### config.mk
export PLATFORM = sky130hd
export DESIGN_NAME = amiq_muxn_1_flat
export DESIGN_NICKNAME = d
export VERILOG_FILES = /design/src/rtl/amiq_muxn_1_if.sv /design/src/rtl/amiq_muxn_1.sv /design/src/flat_wrapper.sv
export SDC_FILE = /design/constraint.sdc
export NUM_CORES = 1
export LEC_CHECK = 0
export BUFFER_PORTS_ARGS = -buffer_cell sky130_fd_sc_hd__buf_4
export CAP_MARGIN = 15
export CORE_AREA = 3 3 55 57
export DETAILED_ROUTE_END_ITERATION = 10
export DIE_AREA = 0 0 58 60
export GPL_ROUTABILITY_DRIVEN = 0
export PLACE_DENSITY = 0.84
export SETUP_SLACK_MARGIN = 0.4
export SYNTH_ARGS = -nofsm -noshare
export SYNTH_HDL_FRONTEND = slang
export SYNTH_SLANG_ARGS = --single-unit
### constraint.sdc
create_clock -name clk -period 5.3 [get_ports clk]
set_input_delay 1.06 -clock clk [delete_from_list [all_inputs] [get_ports clk]]
set_output_delay 1.06 -clock clk [all_outputs]
set_load 0.02 [all_outputs]
### src/rtl/amiq_muxn_1_if.sv
// amiq_muxn_1 bus: channel inputs, select/scan controls
// and registered mux outputs.
interface amiq_muxn_1_if #(
  parameter int NOF_CH  = 4,
  parameter int WIDTH   = 8,
  parameter int DWELL_W = 8
);
  localparam int SEL_W = (NOF_CH > 1) ? $clog2(NOF_CH) : 1;

  logic [NOF_CH*WIDTH-1:0] in_data;
  logic [NOF_CH-1:0]       in_valid;
  logic [SEL_W-1:0]        sel;
  logic                    mode;
  logic [DWELL_W-1:0]      dwell;
  logic [WIDTH-1:0]        out;
  logic                    out_valid;
  logic [SEL_W-1:0]        out_ch;
  logic                    sel_err;

  modport master (
    output in_data, in_valid, sel, mode, dwell,
    input  out, out_valid, out_ch, sel_err
  );

  modport slave (
    input  in_data, in_valid, sel, mode, dwell,
    output out, out_valid, out_ch, sel_err
  );
endinterface

### src/rtl/amiq_muxn_1.sv
// N-channel registered mux with per-channel valid,
// round-robin auto-scan and illegal-select flag.
module amiq_muxn_1 #(
  parameter int NOF_CH  = 4,
  parameter int WIDTH   = 8,
  parameter int DWELL_W = 8
) (
  input logic           clk,
  input logic           rst_n,
  amiq_muxn_1_if.slave  bus
);
  localparam int SEL_W = (NOF_CH > 1) ? $clog2(NOF_CH) : 1;
  localparam logic [SEL_W:0] NCH =
    (SEL_W+1)'(NOF_CH);
  localparam logic [SEL_W-1:0] LAST =
    SEL_W'(NOF_CH-1);

  logic [SEL_W-1:0]   ch_q;
  logic [SEL_W-1:0]   ch_d;
  logic [SEL_W-1:0]   ch_eff;
  logic [DWELL_W-1:0] cnt_q;
  logic [DWELL_W-1:0] cnt_d;
  logic               sel_bad;
  logic [WIDTH-1:0]   dat;
  logic               vld;
  logic [WIDTH-1:0]   out_q;
  logic               vld_q;
  logic [SEL_W-1:0]   och_q;
  logic               err_q;

  always_comb begin
    sel_bad = !bus.mode && ({1'b0, bus.sel} >= NCH);
    ch_eff  = bus.sel;
    unique case (1'b1)
      bus.mode: ch_eff = ch_q;
      sel_bad:  ch_eff = ch_q;
      default:  ch_eff = bus.sel;
    endcase
  end

  always_comb begin
    dat = '0;
    vld = 1'b0;
    for (int k = 0; k < NOF_CH; k++) begin
      if (ch_eff == SEL_W'(k)) begin
        dat = bus.in_data[k*WIDTH +: WIDTH];
        vld = bus.in_valid[k];
      end
    end
  end

  // cnt_q only grows while below dwell, so it cannot wrap
  always_comb begin
    ch_d  = ch_eff;
    cnt_d = '0;
    if (bus.mode) begin
      if (cnt_q >= bus.dwell) begin
        ch_d  = (ch_q == LAST) ? '0 : ch_q + 1'b1;
        cnt_d = '0;
      end else begin
        ch_d  = ch_q;
        cnt_d = cnt_q + 1'b1;
      end
    end
  end

  always_ff @(posedge clk or negedge rst_n) begin
    if (!rst_n) begin
      ch_q  <= '0;
      cnt_q <= '0;
    end else begin
      ch_q  <= ch_d;
      cnt_q <= cnt_d;
    end
  end

  always_ff @(posedge clk or negedge rst_n) begin
    if (!rst_n) begin
      out_q <= '0;
      vld_q <= 1'b0;
      och_q <= '0;
      err_q <= 1'b0;
    end else begin
      out_q <= dat;
      vld_q <= vld;
      och_q <= ch_eff;
      err_q <= sel_bad;
    end
  end

  assign bus.out       = out_q;
  assign bus.out_valid = vld_q;
  assign bus.out_ch    = och_q;
  assign bus.sel_err   = err_q;
endmodule
### src/flat_wrapper.sv
// flat-port wrapper written by rule: the top's interface ports become plain ports
module amiq_muxn_1_flat 
#(
  parameter int NOF_CH  = 4,
  parameter int WIDTH   = 8,
  parameter int DWELL_W = 8
)
  (clk, rst_n, bus_in_data, bus_in_valid, bus_sel, bus_mode, bus_dwell, bus_out, bus_out_valid, bus_out_ch, bus_sel_err);
  amiq_muxn_1_if #(.NOF_CH(NOF_CH), .WIDTH(WIDTH), .DWELL_W(DWELL_W)) bus_i ();
  input logic clk;
  input logic rst_n;
  input wire logic [$bits(bus_i.in_data)-1:0] bus_in_data;
  input wire logic [$bits(bus_i.in_valid)-1:0] bus_in_valid;
  input wire logic [$bits(bus_i.sel)-1:0] bus_sel;
  input wire logic [$bits(bus_i.mode)-1:0] bus_mode;
  input wire logic [$bits(bus_i.dwell)-1:0] bus_dwell;
  output wire logic [$bits(bus_i.out)-1:0] bus_out;
  output wire logic [$bits(bus_i.out_valid)-1:0] bus_out_valid;
  output wire logic [$bits(bus_i.out_ch)-1:0] bus_out_ch;
  output wire logic [$bits(bus_i.sel_err)-1:0] bus_sel_err;
  assign bus_i.in_data = bus_in_data;
  assign bus_i.in_valid = bus_in_valid;
  assign bus_i.sel = bus_sel;
  assign bus_i.mode = bus_mode;
  assign bus_i.dwell = bus_dwell;
  assign bus_out = bus_i.out;
  assign bus_out_valid = bus_i.out_valid;
  assign bus_out_ch = bus_i.out_ch;
  assign bus_sel_err = bus_i.sel_err;
  amiq_muxn_1 #(.NOF_CH(NOF_CH), .WIDTH(WIDTH), .DWELL_W(DWELL_W)) u_core (.clk(clk), .rst_n(rst_n), .bus(bus_i));
endmodule
Yosys cells after proc, flatten, opt, wreduce, memory -nomap -nowiden
Cells that the tools add are included.
- ROM bits: 0
- input bits: 49
- flip-flop bits (word level): 21
- logic and storage cells: 28
- latch bits: 0
- memories: 0
- output and inout port bits: 12
- RAM bits: 0
- multipliers: 0
- magnitude comparators: 1
- mux-type cells: 14
- reductions and logical operators: 1
- add/subtract/negate cells: 2
- bitwise operators: 0
- div/mod/pow operators: 0
- shift operators: 0
- eq/ne operators: 5
- operator list (cell ; number):
    two-way mux 8 bit ; 6
    adder 8 x 1 -> 8 bit, second input constant ; 1
    greater-or-equal comparator 8 bit ; 1
    two-way mux 2 bit ; 4
    equality test 2 bit, second input constant ; 3
    two-way mux 1 bit ; 4
    adder 2 x 1 -> 2 bit, second input constant ; 1
    equality test 2 x 1 -> 1 bit, second input constant ; 1
    logical NOT 2 bit ; 1
    != test 2 x 1 -> 1 bit, second input constant ; 1

Longest topological paths before layout
Gate-level depths: netlist of the first run.
- depth after elaboration: 6
- mapped depth: 7
- mapped depth without buffers: 6

Worst setup path after synthesis of the first run
Ideal clock, no wire load.
- kind: input-to-reg
- start point: input bus_dwell[6]
- end point: register u_core.ch_q[0]
- stages on the path: 7
- setup slack: 2734 ps
- setup time: 125 ps
- path buffers: 1
- data arrival time: 2441 ps
- required time: 5175 ps
- cells stage by stage: inv_1 > ha_1 > a21o_1 > a221o_1 > a31o_1 > buf_6 > mux2_4
- cells in the longest elaborated chain, start to end: 2
- ends and longest elaborated chain (what ; RTL line ; RTL):
    start: declaration ; flat_wrapper.sv:16 ; input wire logic [$bits(bus_i.dwell)-1:0] bus_dwell;
    greater-or-equal comparator 8 bit ; amiq_muxn_1.sv:57 ; if (cnt_q >= bus.dwell) begin
    != test 2 x 1 -> 1 bit (no line) ; -- ;
    end signal: assignment ; amiq_muxn_1.sv:72 ; ch_q <= ch_d;
    end: declaration ; amiq_muxn_1.sv:18 ; logic [SEL_W-1:0] ch_q;
Every way passes these cells.
A chain may end at the register's enable or synchronous reset.

Final worst setup path of the first run
- start point: input bus_dwell[6]
- end point: register u_core.ch_q[1]
The elaborated chain is that of the path after synthesis.

==> impl_metrics.csv, run 1 <==
group,metric,value,unit
logic_synthesis,netlist_instances,124,
floorplanning,die-area,0.00348,mm^2
route,vias_per_cell,4.99,
clock_tree,clock_path_buffers,2,
power_and_ir_drop,power_per_cell_area,282,mW/mm^2
clock_tree,cts_resized,0,
route,detail-route-antenna-nets,0,
logic_synthesis,synth-main-ff-cell,"dfrtp_1",
final_layout,fillerInstances,197,
logic_synthesis,synth-simple-area-share,0.121,
floorplanning,rows,18,
route,drt_iter0_drc,24,
place,dpl_worst_slack,2.53,ns
final_layout,n_antenna_cell,0,
critical_path,path_cells,"buf_4, inv_1, ha_1, a21o_1, a221o_1, a31o_1, mux2_4",
logic_synthesis,ys_seq_area_frac,0.414,
critical_path,crit_type,"primary input to register",
sta,drv_slew,0,
power_and_ir_drop,leakage,0.914,nW
sta,rsz0062_at_grt,"false",
critical_path,slowest_delay,0.35,ns
place,io_buffers,59,
logic_synthesis,yosysUniqueCellTypes,31,
final_layout,fin_nets,244,
route,route.detailed.drc,0,
logic_synthesis,syn_avg_cell_area,10.2,um^2
final_layout,drive_gt1_frac,0.370,
logic_synthesis,synth_top_family_by_area,"compound AO/OA/AOI/OAI gates",
floorplanning,die_h,60,um
critical_path,worstPathRequired,5.49,ns
grt,grtUsageTotal,0.175,
sta,setup_violations,0,
logic_synthesis,synth_area,0.00127,mm^2
route,route.vias.total,1068,
critical_path,crit_fanout,10,
sta,max_clock_freq,0.409,GHz
logic_synthesis,ys_seq_elements,21,
hold_path,hold_start,"u_core.cnt_q[0]",
logic_synthesis,synthAdderAreaFrac,0.0986,
clock_tree,cts_root_buffer,"clkbuf_4",
hold_path,holdCritPathClass,"register to register",
power_and_ir_drop,irDropWorstVdd,0.000234,V
hold_path,min_path_cells,1,
critical_path,crit_path_top_delay_cell,"mux2_4",
logic_synthesis,synthMuxAreaShare,0.122,
critical_path,reg2reg_slack,3.29,ns
place,dp.cells,210,
clock_tree,post_cts_buffers,0,
run,drv_cap,0,
clock_tree,cts_max_level,1,
critical_path,reg2reg_depth,5,
final_layout,stdcell_area,0.00175,mm^2
logic_synthesis,synthXorXnorAreaFrac,0.0414,
route,drt-total-wl,2830,um
sta,timing.final.crit_period,2.45,ns
clock_tree,cts_hold_buf,0,
clock_tree,cts.clk_slew.worst_paths,0.11,ns
route,firstDrtPassIters,4,
sta,worst_slack,2.85,ns
final_layout,final_common_cell,"buf_4",
clock_tree,cts_tree,"built",
grt,antenna_found_initial,0,
clock_tree,clk_latency,0.29,ns
clock_tree,cts.sinks,21,
floorplanning,start_util,0.503,
critical_path,critPathLaunch,"bus_dwell[6]",
critical_path,r2r_end,"u_core.ch_q[1]",
route,routedWlPerCell,13.2,um
floorplanning,ios,61,
critical_path,critPathLaunchType,"primary input",
outcome,status,"complete, no violations",
sta,skew,0.00171,ns
critical_path,crit_path_end_kind,"register",
floorplanning,coreArea,0.00252,mm^2
final_layout,fin_cells,214,
place,place_area,0.00172,mm^2
logic_synthesis,async_flop_share,1.00,
place,hpwl,2390,um
final_layout,multiInputGateArea,653,um^2
grt,gr-total-overflow,0,
logic_synthesis,synth_fp_nets,183,
grt,grt_pass1_vias,1076,
sta,period_share,0.461,
final_layout,regArea,526,um^2
logic_synthesis,synth-compound-area-share,0.128,
grt,grt_max_degree,29,
critical_path,worstReg2RegStart,"u_core.cnt_q[6]",
clock_tree,cts_inserted_buffers,3,
floorplanning,dieWidth,58,um
final_layout,synthToLayoutAreaGrowth,37.6,%
hold_path,min_delay_worst_endpoint,"u_core.cnt_q[0]",
sta,hold_viol,0,
logic_synthesis,synth_edf_count,0,
logic_synthesis,ys_warn_count,0,
grt,grt_pass1_wl,4530,um
sta,fin_setup_tns,0,ns
final_layout,mostFrequentLayoutCells,"buf_4, dfrtp_1, inv_1",
critical_path,worstPathArrival,2.63,ns
## how the worst max path moves through the flow
| stage | end | slack (ns) |
|---|---|---|
| 3_3_place_gp | u_core.ch_q[1] | 2.61 |
| 5_1_grt | u_core.ch_q[1] | 2.81 |
| 4_1_cts | u_core.ch_q[1] | 2.86 |
| 6_report | u_core.ch_q[1] | 2.85 |
| 3_5_place_dp | u_core.ch_q[1] | 2.53 |
| 2_1_floorplan | u_core.ch_q[0] | 2.73 |
## critical path, delay by kind of cell
family | cells | cell delay [ns]
multiplexers | 1 | 0.35
buffers and inverters | 2 | 0.11
adder cells (fa/ha/maj) | 1 | 0.29
AO/OA/AOI/OAI | 3 | 0.82
## synthesized netlist by cell type (2+ instances only)
master,count,area share
nor2b_1,8,0.039
inv_1,12,0.036
dfrtp_1,21,0.41
xor2_1,2,0.014
nand3_1,3,0.012
a211oi_1,9,0.053
nor2_1,10,0.030
ha_1,10,0.099
xnor2_1,4,0.028
a21oi_1,10,0.039
buf_6,3,0.027
nand2_1,3,0.0089
mux2i_1,10,0.079
mux2_4,2,0.024
## flip-flops by register name, summed over array words and instances, names as in the netlist
| signal | flops |
|---|---|
| u_core.ch_q | 2 |
| u_core.bus.out_ch | 2 |
| u_core.bus.out | 8 |
| u_core.cnt_q | 8 |
| u_core.bus.out_valid | 1 |
## power by group
part / internal (W) / leakage, nW / total (W) / switching, W
registers: 0.000190 / 0.259 / 0.000208 / 0.0000178
clock network: 0.0000293 / 0.0150 / 0.0000736 / 0.0000443
logic: 0.000105 / 0.640 / 0.000211 / 0.000106
## layout make-up
| class | count | area share |
|---|---|---|
| Multi-Input combinational cell | 86 | 0.374 |
| Timing Repair Buffer | 61 | 0.262 |
| Inverter | 12 | 0.0258 |
| Clock buffer | 4 | 0.0151 |
| Sequential cell | 21 | 0.301 |
| Tap cell | 30 | 0.0215 |
## cells by family (layout without fill, tap and decap cells)
family                     after synthesis  after routing
and+or+nand+nor                         30             30
xor gates and xnor gates                 6              6
adders and majority gates               10             10
other                                    1              1
buffers and inverters                   17             77
AOI/OAI and AO/OA                       25             25
DFF                                     21             21
muxes                                   14             14
## routing by layer
metal | up-vias | share of wire | GRT usage
met1 | 469 | 0.41 | 0.201
met2 | 51 | 0.48 | 0.308
met5 | - | 0 | 0
met4 | 0 | 0.0078 | 0.0795
met3 | 2 | 0.10 | 0.0432
li1 | 546 | - | -
## through the flow
stage | power (W) | util | hold slack [ns]
6_report | 0.000493 | 0.692 | 0.534
5_1_grt | 0.000525 | 0.692 | 0.581
4_1_cts | 0.000498 | 0.692 | 0.537
3_5_place_dp | 0.000426 | 0.682 | 0.522
3_3_place_gp | 0.000411 | 0.682 | 0.503
2_1_floorplan | 0.000336 | - | 0.469
No activity file was read; power rests on OpenSTA's default activity.
==> inputs of run 2 (changes only) <==
--- a/config.mk
+++ b/config.mk
@@ -7,11 +7,11 @@
 export LEC_CHECK = 0
 export BUFFER_PORTS_ARGS = -buffer_cell sky130_fd_sc_hd__buf_4
 export CAP_MARGIN = 15
-export CORE_AREA = 3 3 55 57
+export CORE_AREA = 3 3 60 62
 export DETAILED_ROUTE_END_ITERATION = 10
-export DIE_AREA = 0 0 58 60
+export DIE_AREA = 0 0 63 65
 export GPL_ROUTABILITY_DRIVEN = 0
-export PLACE_DENSITY = 0.84
+export PLACE_DENSITY = 0.75
 export SETUP_SLACK_MARGIN = 0.4
 export SYNTH_ARGS = -nofsm -noshare
 export SYNTH_HDL_FRONTEND = slang
==> constraint.sdc (replaced) <==
create_clock -name clk -period 2.23 [get_ports clk]
set_input_delay 0.446 -clock clk [delete_from_list [all_inputs] [get_ports clk]]
set_output_delay 0.446 -clock clk [all_outputs]
set_load 0.02 [all_outputs]
==> impl_metrics.csv, run 2 (synthesis gave the netlist of run 1 again) <==
group,metric,value,unit
final_layout,final_common_cell,"buf_4",
grt,grtUsageTotal,0.143,
run,drv_cap,0,
outcome,status,"complete, no violations",
grt,gr-total-overflow,0,
clock_tree,clk_latency,0.29,ns
power_and_ir_drop,swShare,0.338,
floorplanning,coreArea,0.00308,mm^2
power_and_ir_drop,clkPwrFrac,0.149,
critical_path,critPathLaunch,"u_core.cnt_q[6]",
power_and_ir_drop,leakage,0.920,nW
clock_tree,cts_root_buffer,"clkbuf_4",
clock_tree,cts_max_level,1,
critical_path,slowest_delay,0.45,ns
power_and_ir_drop,power_per_cell_area,642,mW/mm^2
floorplanning,ios,61,
route,vias_per_cell,4.70,
place,hpwl,2310,um
clock_tree,clock_path_buffers,2,
final_layout,mostFrequentLayoutCells,"buf_4, dfrtp_1, a21oi_1, nor2_1, mux2i_1",
route,firstDrtPassIters,3,
sta,skew,0.00268,ns
hold_path,holdCritPathClass,"primary input to async pin",
critical_path,crit_path_top_delay_cell,"dfrtp_2",
final_layout,postLayoutCoreUtil,0.599,
grt,grt_pass1_wl,4640,um
route,route.detailed.drc,0,
sta,hold_viol,0,
grt,grt_max_degree,29,
clock_tree,cts.clk_slew.worst_paths,0.11,ns
sta,fin_setup_tns,0,ns
critical_path,crit_path_end_kind,"register",
route,detail-route-antenna-nets,0,
sta,setup_violations,0,
critical_path,reg2reg_slack,0.43,ns
floorplanning,start_util,0.412,
critical_path,path_cells,"ha_4, a21o_1, a221o_1, a31o_1, mux2_4",
critical_path,worstReg2RegStart,"u_core.cnt_q[6]",
clock_tree,cts_tree,"built",
floorplanning,die_h,65,um
critical_path,r2r_end,"u_core.ch_q[0]",
route,routedWlPerCell,12.0,um
sta,rsz0062_at_grt,"true",
place,io_buffers,59,
sta,period_share,0.809,
final_layout,n_antenna_cell,0,
sta,max_clock_freq,0.554,GHz
power_and_ir_drop,pwr-share-comb,0.436,
power_and_ir_drop,p_seq_frac,0.415,
final_layout,synthToLayoutAreaGrowth,45.3,%
clock_tree,cts.sinks,21,
sta,whs,0.00596,ns
final_layout,fillerInstances,276,
floorplanning,die-area,0.00410,mm^2
power_and_ir_drop,intPower,0.000784,W
floorplanning,rows,20,
critical_path,worstPathRequired,2.42,ns
sta,drv_slew,0,
floorplanning,dieWidth,63,um
critical_path,crit_type,"register to register",
route,drt_iter0_drc,13,
critical_path,worstPathArrival,2.00,ns
critical_path,critPathLaunchType,"register",
final_layout,drive_gt1_frac,0.425,
power_and_ir_drop,irDropWorstVdd,0.000323,V
grt,grt_pass1_vias,1098,
clock_tree,cts_hold_buf,0,
route,drt-total-wl,2760,um
grt,antenna_found_initial,0,
final_layout,fin_nets,246,
sta,timing.final.crit_period,1.80,ns
route,route.vias.total,1081,
critical_path,reg2reg_depth,5,
critical_path,crit_fanout,3,
clock_tree,cts_inserted_buffers,3,
power_and_ir_drop,power.switching,0.000400,W
[run 2: changes by cell type in the layout (fill, tap and decap cells not counted), sizes merged]
cell,change
buf,+2
[run 2: power by group through the flow]
stage / registers, W / clock network [W] / logic [W]
after floorplan: 0.000563 / 0 / 0.000240
after global placement: 0.000497 / 0 / 0.000507
after detailed placement: 0.000499 / 0 / 0.000525
after CTS: 0.000492 / 0.000186 / 0.000526
after global routing: 0.000500 / 0.000200 / 0.000572
final: 0.000491 / 0.000176 / 0.000517
[run 2: how the worst max path moves through the flow]
stage | cells after the start | endpoint | slack, ns
after CTS | 5 | u_core.ch_q[0] | 0.40
after floorplan | 7 | u_core.ch_q[0] | 0.39
final | 5 | u_core.ch_q[0] | 0.43
after global placement | 7 | u_core.ch_q[0] | 0.31
after global routing | 5 | u_core.ch_q[0] | 0.37
after detailed placement | 7 | u_core.ch_q[0] | 0.27
[run 2: what timing repair did]
item,CTS,global route
pin swaps,0,5
gates resized for setup,2,1
buffers inserted,1,0
endpoints found under the setup margin,2,9
[run 2: per-layer routing]
metal	track usage	wire [um]	vias to the layer above	share of wire
met4	0.0496	36	0	0.013
met2	0.240	1210	55	0.44
li1	-	-	549	-
met5	0	0	-	0
met1	0.170	1150	472	0.42
met3	0.0503	358	5	0.13
[run 2: area by class of cell]
| cell class | instances | area, um^2 | area share |
|---|---|---|---|
| Multi-Input combinational cell | 86 | 696 | 0.377 |
| Sequential cell | 21 | 528 | 0.286 |
| Timing Repair Buffer | 63 | 485 | 0.263 |
| Tap cell | 44 | 55.1 | 0.0299 |
| Inverter | 12 | 52.6 | 0.0285 |
| Clock buffer | 4 | 26.3 | 0.0143 |
[run 2: critical path: cells and delay by family (launching register included)]
kind / cells / cell delay (ns)
adders and majority gates: 1 / 0.22
muxes: 1 / 0.31
AOI/OAI and AO/OA: 3 / 0.73
DFF: 1 / 0.45
[run 2: through the flow]
stage	cell area (um^2)	worst slack (ns)	std cells	total power, W
2_1_floorplan	1320	0.389	124	0.000803
3_3_place_gp	1810	0.309	225	0.00100
4_1_cts	1840	0.404	230	0.00120
3_5_place_dp	1810	0.265	225	0.00102
5_1_grt	1840	0.371	230	0.00127
6_report	1840	0.425	230	0.00118
==> inputs of run 3 (changes only) <==
--- a/config.mk
+++ b/config.mk
@@ -5,13 +5,14 @@
 export SDC_FILE = /design/constraint.sdc
 export NUM_CORES = 1
 export LEC_CHECK = 0
+export ABC_AREA = 1
 export BUFFER_PORTS_ARGS = -buffer_cell sky130_fd_sc_hd__buf_4
 export CAP_MARGIN = 15
-export CORE_AREA = 3 3 60 62
+export CORE_AREA = 3 3 57 59
 export DETAILED_ROUTE_END_ITERATION = 10
-export DIE_AREA = 0 0 63 65
+export DIE_AREA = 0 0 60 62
 export GPL_ROUTABILITY_DRIVEN = 0
-export PLACE_DENSITY = 0.75
+export PLACE_DENSITY = 0.79
 export SETUP_SLACK_MARGIN = 0.4
 export SYNTH_ARGS = -nofsm -noshare
 export SYNTH_HDL_FRONTEND = slang
==> constraint.sdc (replaced) <==
create_clock -name clk -period 1.7 [get_ports clk]
set_input_delay 0.34 -clock clk [delete_from_list [all_inputs] [get_ports clk]]
set_output_delay 0.34 -clock clk [all_outputs]
set_load 0.02 [all_outputs]
==> impl_metrics.csv, run 3 <==
group,metric,value,unit
final_layout,mostFrequentLayoutCells,"buf_4, nand2_1, dfrtp_1",
logic_synthesis,synth-main-ff-cell,"dfrtp_1",
floorplanning,die-area,0.00372,mm^2
floorplanning,ios,61,
route,met1_length,1220,um
route,met2_length,1590,um
critical_path,slowest_delay,0.45,ns
clock_tree,cts_inserted_buffers,3,
logic_synthesis,synth_commonest_cells,"nand2_1, dfrtp_1, inv_1",
final_layout,n_antenna_cell,0,
route,detail-route-antenna-nets,0,
sta,rsz0062_at_grt,"true",
place,place_area,0.00173,mm^2
critical_path,crit_type,"register to register",
logic_synthesis,synth_fp_nets,217,
route,topRoutingLayerUsed,"met4",
logic_synthesis,ys_seq_elements,21,
grt,grt_pass1_wl,4890,um
logic_synthesis,async_flop_share,1.00,
power_and_ir_drop,irDropWorstVdd,0.000464,V
route,route.detailed.drc,0,
final_layout,synthToLayoutAreaGrowth,51.3,%
critical_path,critPathLaunchType,"register",
grt,grt_pass1_vias,1278,
final_layout,stdcell_area,0.00190,mm^2
critical_path,crit_path_end_kind,"register",
route,routedWlPerCell,12.6,um
logic_synthesis,ys_warn_count,0,
sta,fin_setup_tns,0,ns
critical_path,crit_path_top_delay_cell,"dfrtp_1",
final_layout,final_common_cell,"buf_4",
critical_path,crit_fanout,7,
sta,max_clock_freq,0.704,GHz
power_and_ir_drop,leakage,1.00,nW
logic_synthesis,synth_top_cell_area_share,0.418,
floorplanning,die_h,62,um
critical_path,crit_top_cell,"nand2_2",
outcome,status,"complete, no violations",
final_layout,drive_gt1_frac,0.434,
sta,timing.final.crit_period,1.42,ns
clock_tree,clock_path_buffers,2,
sta,hold_viol,0,
route,drt_iter0_drc,29,
clock_tree,cts.sinks,21,
critical_path,worstPathRequired,1.91,ns
sta,skew,0.00509,ns
run,drv_cap,0,
clock_tree,cts.clk_slew.worst_paths,0.12,ns
sta,worst_slack,0.279,ns
critical_path,worstPathArrival,1.63,ns
floorplanning,coreArea,0.00276,mm^2
route,firstDrtPassIters,4,
clock_tree,cts_max_level,1,
grt,grt_max_degree,22,
place,dpl_worst_slack,0.230,ns
hold_path,holdCritPathClass,"primary input to register",
critical_path,cpLargestDelayFamily,"simple AND/OR/NAND/NOR gates",
critical_path,path_cells,"ha_1, a21oi_2, nor2_1, nor2_4, nand2_4, nand2_2, nand2_2",
floorplanning,start_util,0.456,
sta,period_share,0.836,
sta,setup_violations,0,
power_and_ir_drop,power_per_cell_area,676,mW/mm^2
route,route.vias.total,1271,
clock_tree,cts_tree,"built",
route,drt-total-wl,3230,um
critical_path,crit_buf_inv,0,
logic_synthesis,netlist_instances,158,
grt,grtUsageTotal,0.178,
floorplanning,rows,19,
logic_synthesis,syn_avg_cell_area,7.96,um^2
clock_tree,cts_root_buffer,"clkbuf_4",
clock_tree,clk_latency,0.31,ns
logic_synthesis,yosys-top-cells-area,"dfrtp_1, nand2_1, ha_1, nand4_1, inv_1",
final_layout,fin_nets,286,
route,wl_met3,381,um
grt,gr-total-overflow,0,
logic_synthesis,synth_area,0.00126,mm^2
place,io_buffers,59,
floorplanning,dieWidth,60,um
sta,drv_slew,0,
logic_synthesis,synth_edf_count,0,
grt,antenna_found_initial,0,
logic_synthesis,post-synth-top-count-cell,"nand2_1",
place,hpwl,2480,um
logic_synthesis,yosysUniqueCellTypes,20,
logic_synthesis,synth_top_area_cell,"dfrtp_1",
route,vias_per_cell,4.95,
logic_synthesis,ys_seq_area_frac,0.418,
run 3: cell families (layout without fill, tap and decap cells):
group / count (synthesis) / in the layout / synth area share
buf+inv: 18 / 86 / 0.0567
flops: 21 / 21 / 0.418
other cells: 1 / 1 / 0.00298
simple gates: 99 / 99 / 0.361
compound gates: 7 / 7 / 0.0478
xor+xnor: 2 / 2 / 0.0139
fa+ha+maj: 10 / 10 / 0.0995
run 3: cell type report:
cell class / count / area [um^2]
timing repair buffer: 65 / 490
multi-input combinational: 119 / 758
clock buffer: 4 / 26.3
tap: 31 / 38.8
inverter: 17 / 63.8
sequential: 21 / 526
fill: 249 / 855
run 3: metal layers:
| metal | up-vias | GRT usage |
|---|---|---|
| li1 | 640 | - |
| met5 | - | 0 |
| met1 | 568 | 0.185 |
| met2 | 58 | 0.321 |
| met3 | 5 | 0.0723 |
| met4 | 0 | 0.0696 |
run 3: final timing paths:
path	from	to	slack (ns)	depth (start not counted)
min reg2reg	u_core.ch_q[1]	u_core.ch_q[1]	0.59	2
max	u_core.cnt_q[4]	u_core.ch_q[0]	0.28	7
max in group asynchronous	rst_n	u_core.bus.out_ch[1]	1.04	2
max reg2reg	u_core.cnt_q[4]	u_core.ch_q[0]	0.28	7
min	bus_in_data[23]	u_core.bus.out[7]	0.23	3
min in group asynchronous	rst_n	u_core.cnt_q[4]	0.43	2
run 3: what timing repair did:
action,in CTS,in global routing
hold endpoints to repair,21,0
pin swaps,3,6
hold buffers,1,0
setup buffers,2,3
setup endpoints to repair,10,11
resized for setup,2,18
run 3: power by group:
part	total, W	internal, W	switching (W)
Clock	0.000247	0.0000918	0.000156
Sequential	0.000585	0.000558	0.0000271
Combinational	0.000454	0.000211	0.000244
run 3: worst register-to-register path: stages (launching register included):
cell     delay, ns
dfrtp_1       0.45
ha_1          0.23
a21oi_2       0.14
nor2_1        0.08
nor2_4        0.20
nand2_4       0.10
nand2_2       0.08
nand2_2       0.04
run 3: stage by stage:
step	instances	hold WS [ns]	power, W	utilization
finish	257	0.227	0.00129	0.690
global route	257	0.228	0.00137	0.690
CTS	254	0.222	0.00128	0.650
detailed placement	247	0.237	0.00103	0.629
global placement	247	0.238	0.00102	0.629
floorplan	158	0.0444	0.000818	-
